--- config.mk ---
export PLATFORM = sky130hd
export DESIGN_NAME = spi_receiver
export DESIGN_NICKNAME = d
export VERILOG_FILES = /design/src/rtl/spi_receiver.sv
export SDC_FILE = /design/constraint.sdc
export NUM_CORES = 1
export LEC_CHECK = 0
export BUFFER_PORTS_ARGS = -buffer_cell sky130_fd_sc_hd__clkbuf_2
export CAP_MARGIN = 20
export CORE_MARGIN = 2
export CORE_UTILIZATION = 40
export CTS_BUF_LIST = sky130_fd_sc_hd__clkbuf_8
export CTS_CLUSTER_DIAMETER = 60
export CTS_CLUSTER_SIZE = 24
export DETAILED_ROUTE_END_ITERATION = 8
export SLEW_MARGIN = 10
export SYNTH_ARGS = -nofsm -noshare
export SYNTH_HDL_FRONTEND = slang
export SYNTH_SLANG_ARGS = --single-unit
--- constraint.sdc ---
create_clock -name clk -period 5.3 [get_ports clk]
set_clock_uncertainty 0.2 [all_clocks]
set_input_delay 1.06 -clock clk [delete_from_list [all_inputs] [get_ports clk]]
set_output_delay 1.06 -clock clk [all_outputs]
set_load 0.005 [all_outputs]
--- src/rtl/spi_receiver.sv ---
// SPI slave receiver: 2-flop line sync, sck edge detect, MSB-first deserialiser, one-word output buffer; optional frame_err via SPI_RX_FRAME_ERR_EN.
// Latency: rx_valid rises 3 clk after the pin-level sampling edge of a word's last bit.
// Backpressure: one-word buffer; a word completing while rx_valid=1 and rx_ready=0 is dropped and overflow pulses.
module spi_receiver #(
  parameter int   p_data_width  = 8,
  parameter logic p_cs_polar    = 1'b1,
  parameter logic p_sample_rise = 1'b1,
  parameter logic p_sck_idle    = 1'b1
) (
  input  logic                    clk,
  input  logic                    s_rst,
  input  logic                    sck,
  input  logic                    cs_n,
  input  logic                    mosi,
  output logic [p_data_width-1:0] rx_data,
  output logic                    rx_valid,
  input  logic                    rx_ready,
  output logic                    overflow,
  output logic                    busy
`ifdef SPI_RX_FRAME_ERR_EN
  ,
  output logic                    frame_err
`endif
);

  localparam int CW = $clog2(p_data_width);
  localparam logic [CW-1:0] LAST = CW'(p_data_width - 1);

  typedef enum logic {IDLE, SHIFT} state_t;

  logic sck_m, sck_s, sck_d;
  logic cs_m, cs_s;
  logic mosi_m, mosi_s;
  logic samp, cs_act;

  state_t                  state_q, state_d;
  logic [CW-1:0]           cnt_q, cnt_d;
  logic [p_data_width-1:0] shift_q, shift_d;
  logic [p_data_width-1:0] word;
  logic                    done;
  logic [p_data_width-1:0] dat_d;
  logic                    vld_d, ovf_d;
`ifdef SPI_RX_FRAME_ERR_EN
  logic                    ferr_q, ferr_d;
`endif

  always_ff @(posedge clk) begin
    if (s_rst) begin
      sck_m  <= p_sck_idle;
      sck_s  <= p_sck_idle;
      sck_d  <= p_sck_idle;
      cs_m   <= p_cs_polar;
      cs_s   <= p_cs_polar;
      mosi_m <= 1'b0;
      mosi_s <= 1'b0;
    end else begin
      sck_m  <= sck;
      sck_s  <= sck_m;
      sck_d  <= sck_s;
      cs_m   <= cs_n;
      cs_s   <= cs_m;
      mosi_m <= mosi;
      mosi_s <= mosi_m;
    end
  end

  assign samp   = p_sample_rise ? (sck_s & ~sck_d) : (~sck_s & sck_d);
  assign cs_act = (cs_s != p_cs_polar);
  assign word   = {shift_q[p_data_width-2:0], mosi_s};
  assign busy   = (state_q == SHIFT);

  always_comb begin
    state_d = state_q;
    cnt_d   = cnt_q;
    shift_d = shift_q;
    done    = 1'b0;
`ifdef SPI_RX_FRAME_ERR_EN
    ferr_d  = 1'b0;
`endif
    case (state_q)
      IDLE: begin
        if (cs_act) begin
          state_d = SHIFT;
          cnt_d   = '0;
          shift_d = '0;
        end
      end
      SHIFT: begin
        // cs release outranks a coincident sample
        if (!cs_act) begin
          state_d = IDLE;
`ifdef SPI_RX_FRAME_ERR_EN
          ferr_d  = (cnt_q != '0);
`endif
        end else if (samp) begin
          shift_d = word;
          if (cnt_q == LAST) begin
            cnt_d = '0;
            done  = 1'b1;
          end else begin
            cnt_d = cnt_q + 1'b1;
          end
        end
      end
      default: state_d = IDLE;
    endcase
  end

  always_comb begin
    dat_d = rx_data;
    vld_d = rx_valid;
    ovf_d = 1'b0;
    if (done) begin
      if (!rx_valid || rx_ready) begin
        dat_d = word;
        vld_d = 1'b1;
      end else begin
        ovf_d = 1'b1;
      end
    end else if (rx_valid && rx_ready) begin
      vld_d = 1'b0;
    end
  end

  always_ff @(posedge clk) begin
    if (s_rst) begin
      state_q  <= IDLE;
      cnt_q    <= '0;
      shift_q  <= '0;
      rx_data  <= '0;
      rx_valid <= 1'b0;
      overflow <= 1'b0;
`ifdef SPI_RX_FRAME_ERR_EN
      ferr_q   <= 1'b0;
`endif
    end else begin
      state_q  <= state_d;
      cnt_q    <= cnt_d;
      shift_q  <= shift_d;
      rx_data  <= dat_d;
      rx_valid <= vld_d;
      overflow <= ovf_d;
`ifdef SPI_RX_FRAME_ERR_EN
      ferr_q   <= ferr_d;
`endif
    end
  end

`ifdef SPI_RX_FRAME_ERR_EN
  assign frame_err = ferr_q;
`endif

endmodule

* Word level (Yosys, flattened, before mapping)
Cells that the tools add are included.
Storage, ports and cells: logic and storage cells 49, output and inout bits 11, bits in registers 28, input bits 6
Cells by class: add/subtract/negate cells 1, equality and inequality tests 5, multiplexer cells 18, reduce and logical (&&, ||, !) cells 8, bitwise logic cells 4
Operators with widths (number):
- two-way mux 7 bit | 3
- one-hot mux 7 bit (2 select lines) | 1
- two-way mux 3 bit | 4
- two-way mux 1 bit | 9
- != test 2 bit (second input constant) | 3
- one-hot mux 3 bit (2 select lines) | 1
- AND reduction 2 bit | 2
- adder 3 x 1 -> 3 bit (second input constant) | 1
- == test 3 bit (second input constant) | 1
- inverter 1 bit | 3
- AND reduction 3 bit | 1
- != test 2 x 1 -> 1 bit (second input constant) | 1
- nonzero test 2 bit | 1
- OR reduction 2 bit | 1
- AND 1 bit | 1
- logical AND 1 bit | 1
- logical NOT 1 bit | 1
- logical OR 1 bit | 1

* Depth between registers and ports, before layout
Gate-level depths: netlist (run 1).
depth after elaboration 7, gate-level depth with buffers 5, depth with buffers taken out 4

* Worst setup path after synthesis (run 1)
No wires, ideal clock.
path type input -> register, from input port s_rst, to register cnt_q[0], data required time 5028 ps, path slack 3255 ps, arrival 1773 ps, stages on the path 2, setup time 72 ps, buffers on the path 0, path through or4b_2 mux2i_1
RTL lines:
- start, declared | RTL line 11 | input logic s_rst,
- end signal, assigned | RTL line 138 | cnt_q <= cnt_d;
- end, declared | RTL line 37 | logic [CW-1:0] cnt_q, cnt_d;

==> results.md, run 1 <==
- # H-tree levels: 1
- Vias in the first global route: 648
- Leading registers by flop count: rx_data (8), shift_q (7), cnt_q (3)
- Syn. warnings: 0
- Sequential share of the synthesized area: 0.530
- Setup violators final: 0
- Fin crit period: 2.20 ns
- Max clock buf depth: 2
- ANT nets after route: 0
- TritonCTS Buffers: 3
- Total power draw: 0.000388 W
- Post-synth cell types: 24
- Dpl hpwl: 1080 um
- Critical path startpoint category: input pin
- Synth-to-Final Area Change: 15.3%
- Hold path depth: 1
- Diode count: 0
- Unrepaired setup endpoints after global routing: false
- PortBufs: 16
- Pre-antenna DRT Iters: 4
- FF-to-FF setup slack: 3.50 ns
- CP arrival: 2.21 ns
- Max Freq: 454 MHz
- Syn avg cell area: 11.4 um2
- Lkg Pwr: 0.505 nW
- Num Clock Sinks: 28
- Largest net degree at the start of global routing: 33
- Area of the mapped netlist: 1060 um2
- Crit path max fanout: 32
- Max Cap Viol: 0
- Initial Util: 0.423
- RD Place Congestion: 0.621
- Layout cells sized above 1: 0.296
- Initial drt markers: 7
- Die height: 55.4 um
- Final hold vios: 0
- Clock transition at path regs: 0.09 ns
- FF+latch count, synth: 28
- Nets@finish: 117
- Global-route wire length before repair: 2750 um
- CTS-repair resized insts: 0
- Max-slew violation count: 0
- Final Core Density: 0.487
- Worst-Margin Slew: 0.537 ns
- Overflow after GRT: 0
- Worst Setup End Kind: flop
- Top-level I/O count: 17
- CTS tree: yes
- Wirelength, routed: 1590 um
- Type of the most critical hold path: reg2reg
- Critical path class: in2reg
- Slew Limit Headroom: 0.642
- Initial antenna violation count: 0
- Root buffer cell: clkbuf_8
- Mapped Cells: 93
- Post-CTS Hold Fix Bufs: 0
- Biggest register: rx_data
- Via count: 665
- Clock Latency Late Sink: 0.27 ns
- Core Region: 2500 um2
- Setup TNS Final: 0 ns
- Outcome: finished clean
- All-Layer GR Usage: 0.113
- Drc violations: 0
- CP required: 5.31 ns
- Power density cells: 319 nW/um2
- Setup Buffers After CTS: 0
- Mapped Nets: 101
- R2R depth: 4
- # fillers: 236
- Die area: 3070 um2
- Avg Vias per Cell: 4.82
- Die Wd: 55.4 um
- Fin crit share: 0.415
- Max rail drop VDD: 0.272 mV
- Row cnt: 18
- Max reg flops: 8
- Wire per inst: 11.5 um
[worst paths after layout]
kind                 start        to
hold reg to reg       cs_m      cs_s
setup / recovery     s_rst  cnt_q[0]
setup reg to reg  cnt_q[0]  cnt_q[0]
hold / removal        cs_m      cs_s
[metrics by stage]
stage / setup slack, ns / std cells / hold WS (ns) / area (um2)
finish: 3.10 / 138 / 0.214 / 1220
CTS: 3.06 / 138 / 0.219 / 1220
detailed placement: 2.77 / 134 / 0.197 / 1150
global route: 3.03 / 138 / 0.244 / 1220
global placement: 2.82 / 134 / 0.191 / 1150
floorplan: 3.26 / 93 / 0.189 / 1060
[cell usage after synthesis]
cell type / instances / area share
a21oi_1: 1 / 0.0047
a21oi_2: 1 / 0.0083
and3_1: 1 / 0.0059
and4bb_2: 1 / 0.012
buf_1: 1 / 0.0035
buf_2: 1 / 0.0047
buf_6: 1 / 0.011
clkbuf_1: 2 / 0.0071
dfxtp_1: 28 / 0.53
ha_1: 2 / 0.024
inv_1: 2 / 0.0071
mux2i_1: 9 / 0.085
nand2_1: 1 / 0.0035
nand2b_1: 20 / 0.12
nand2b_4: 1 / 0.013
nand3_1: 1 / 0.0047
nor2_1: 1 / 0.0035
nor2b_1: 2 / 0.012
nor4b_4: 1 / 0.022
o22ai_1: 7 / 0.041
o32ai_2: 2 / 0.031
or2_2: 5 / 0.030
or3b_1: 1 / 0.0083
or4b_2: 1 / 0.0095
[critical path, stage by stage]
cell and delay (ns):
clkbuf_2 0.32, or4b_2 0.70, mux2i_1 0.13
[placed cells by master (no fill, tap or decap), drive strengths merged, types with 2 or more instances in the layout]
master / n
dfxtp: 28
nand2b: 21
clkbuf: 19
mux2i: 9
o22ai: 7
or2: 5
inv: 2
o32ai: 2
nor2b: 2
ha: 2
a21oi: 2
[layer usage]
layer | vias to the layer above | track usage | part of all wire
met5 | - | 0 | 0
met4 | 0 | 0.0627 | 0.011
met3 | 2 | 0.0304 | 0.036
met2 | 11 | 0.180 | 0.45
met1 | 306 | 0.137 | 0.50
li1 | 346 | - | -
[cell type report]
type | instances | area, um2 | share of cell area
Sequential cell | 28 | 561 | 0.460
Multi-Input combinational cell | 58 | 462 | 0.379
Timing Repair Buffer | 16 | 80.1 | 0.0657
Clock buffer | 3 | 41.3 | 0.0339
Tap cell | 30 | 37.5 | 0.0308
Clock inverter | 1 | 30.0 | 0.0246
Inverter | 2 | 7.51 | 0.00616
[kinds of logic (layout without fill, tap and decap cells)]
logic type | count (synthesis) | after routing | synth area share
AND/OR/NAND/NOR | 36 | 36 | 0.243
AO/OA/AOI/OAI | 11 | 11 | 0.0852
adder cells (fa/ha/maj) | 2 | 2 | 0.0237
buffers and inverters | 7 | 22 | 0.0331
flip-flops | 28 | 28 | 0.530
multiplexers | 9 | 9 | 0.0852
[power by group]
part / internal, W / switching, W / total (W) / leakage, nW
Sequential: 0.000213 / 0.00000125 / 0.000214 / 0.227
Clock: 0.000101 / 0.0000621 / 0.000163 / 0.0357
Combinational: 0.00000603 / 0.00000515 / 0.0000112 / 0.242
Power figures use the tool's default switching activity.
==> run 2: changes to the inputs <==
==> constraint.sdc (replaced) <==
create_clock -name clk -period 2.2 [get_ports clk]
set_clock_uncertainty 0.2 [all_clocks]
set_input_delay 0.44 -clock clk [delete_from_list [all_inputs] [get_ports clk]]
set_output_delay 0.44 -clock clk [all_outputs]
set_load 0.005 [all_outputs]
==> results.md, run 2 (same netlist as run 1, synthesis figures left out) <==
- Fin crit period: 1.81 ns
- Max reg flops: 8 (unchanged)
- Die Wd: 55.4 um (unchanged)
- Critical path class: reg2reg
- Hold path depth: 2 (+1)
- Worst-Margin Slew: 0.521 ns (-0.0160 ns)
- Type of the most critical hold path: in2reg
- Setup TNS Final: 0 ns (unchanged)
- Commonest cells after routing, fill and taps aside: 28 x dfxtp_1, 20 x nand2b_1, 16 x clkbuf_2, 9 x mux2i_1, 7 x o22ai_1
- Clock Latency Late Sink: 0.26 ns (about the same)
- Wirelength, routed: 1630 um (+2.6%)
- RD Place Congestion: 0.679 (+9.3%)
- Max Freq: 553 MHz
- Outcome: finished clean
- Design Area, Final: 1210 um2 (-0.72%)
- Crit path max fanout: 5 (-84%)
- Die height: 55.4 um (unchanged)
- Dpl hpwl: 1150 um (+6.5%)
- Die area: 3070 um2 (unchanged)
- Top-level I/O count: 17 (unchanged)
- ANT nets after route: 0 (unchanged)
- Root buffer cell: clkbuf_8
- Initial Util: 0.423 (unchanged)
- Vias in the first global route: 690 (+6.5%)
- Setup violators final: 0 (unchanged)
- Largest net degree at the start of global routing: 32 (-3.0%)
- Power density cells: 701 nW/um2 (+120%)
- All-Layer GR Usage: 0.121 (+0.00771)
- Max Cap Viol: 0 (unchanged)
- Drc violations: 0 (unchanged)
- Layout cells sized above 1: 0.303 (+0.00646)
- CP required: 2.20 ns (-3.11 ns)
- Unrepaired setup endpoints after global routing: false
- Row cnt: 18 (unchanged)
- Worst hold margin: 0.154 ns (-0.0601 ns)
- Most common cell after layout, fill and taps aside: dfxtp_1
- Avg Vias per Cell: 4.75 (-1.5%)
- Slew Limit Headroom: 0.653 (+0.0107)
- Worst Setup End Kind: flop
- Diode count: 0 (unchanged)
- Setup Buffers After CTS: 0 (unchanged)
- Pre-antenna DRT Iters: 3 (-1)
- Core Region: 2500 um2 (unchanged)
- Num Clock Sinks: 28 (unchanged)
- R2R depth: 4 (unchanged)
- Post-CTS Hold Fix Bufs: 0 (unchanged)
- Synth-to-Final Area Change: 14.4%
- CTS-repair resized insts: 0 (unchanged)
- Leading registers by flop count: rx_data (8), shift_q (7), cnt_q (3)
- Number of cells after detailed placement: 135 (+0.75%)
- Overflow after GRT: 0 (unchanged)
- CP arrival: 1.81 ns (-0.40 ns)
- Nets@finish: 118 (+0.85%)
- Biggest register: rx_data
- Clock transition at path regs: 0.09 ns (about the same)
- Max rail drop VDD: 0.632 mV (+130%)
- Max-slew violation count: 0 (unchanged)
- Total power draw: 0.000848 W (+120%)
- Initial antenna violation count: 0 (unchanged)
- Lkg Pwr: 0.503 nW (-0.42%)
- PortBufs: 16 (unchanged)
- Fin crit share: 0.821
- Max clock buf depth: 2 (unchanged)
- Area after DPL: 1150 um2 (+0.65%)
- Final non-filler cell total: 139 (+0.72%)
- Via count: 660 (-0.75%)
- CTS tree: yes
- TritonCTS Buffers: 3 (unchanged)
- # H-tree levels: 1 (unchanged)
- Final hold vios: 0 (unchanged)
- Global-route wire length before repair: 3020 um (+9.5%)
- Initial drt markers: 13 (+6)
- Critical path startpoint category: flop
- Wire per inst: 11.7 um (+1.8%)
[run 2: cell types whose count changed in the layout (fill, tap and decap cells not counted)]
| cell | previous run | this run |
|---|---|---|
| clkbuf_8 | 3 | 4 |
| bufinv_16 | 1 | 0 |
| buf_4 | 0 | 1 |
[run 2: per-layer routing]
metal,part of all wire,track usage
met1,0.50,0.151
met2,0.45,0.201
met3,0.040,0.0445
met4,0.0067,0.0209
met5,0,0
[run 2: through the flow]
stage	utilization	setup WS, ns
floorplan	-	0.489
global placement	0.462	0.465
detailed placement	0.462	0.413
CTS	0.484	0.392
global route	0.484	0.321
finish	0.484	0.393
[run 2: worst paths after layout]
kind	endpoint	slack, ns	start
worst max-delay path	cnt_q[0]	0.39	cnt_q[0]
worst min-delay path	sck_m	0.15	sck
worst max register to register	cnt_q[0]	0.39	cnt_q[0]
worst min register to register	cs_s	0.21	cs_m
[run 2: worst max-delay path: stages (launching register included)]
cell	delay, ns
dfxtp_1	0.34
ha_1	0.20
ha_1	0.23
or4b_2	0.64
mux2i_1	0.14
[run 2: where the power goes]
group          total [W]  leakage [nW]  internal (W)  switching (W)
logic          0.0000282         0.247     0.0000156      0.0000126
clock network   0.000304        0.0288      0.000160       0.000145
registers       0.000516         0.227      0.000512     0.00000312
total           0.000848         0.503      0.000688       0.000160
[run 2: final cells by class]
type	count	area, um2
fillers	245	1290
repair buffers	17	87.6
clock buffers	4	55.1
multi-input cells	58	462
well taps	30	37.5
flip-flops and latches	28	561
inverters	2	7.51
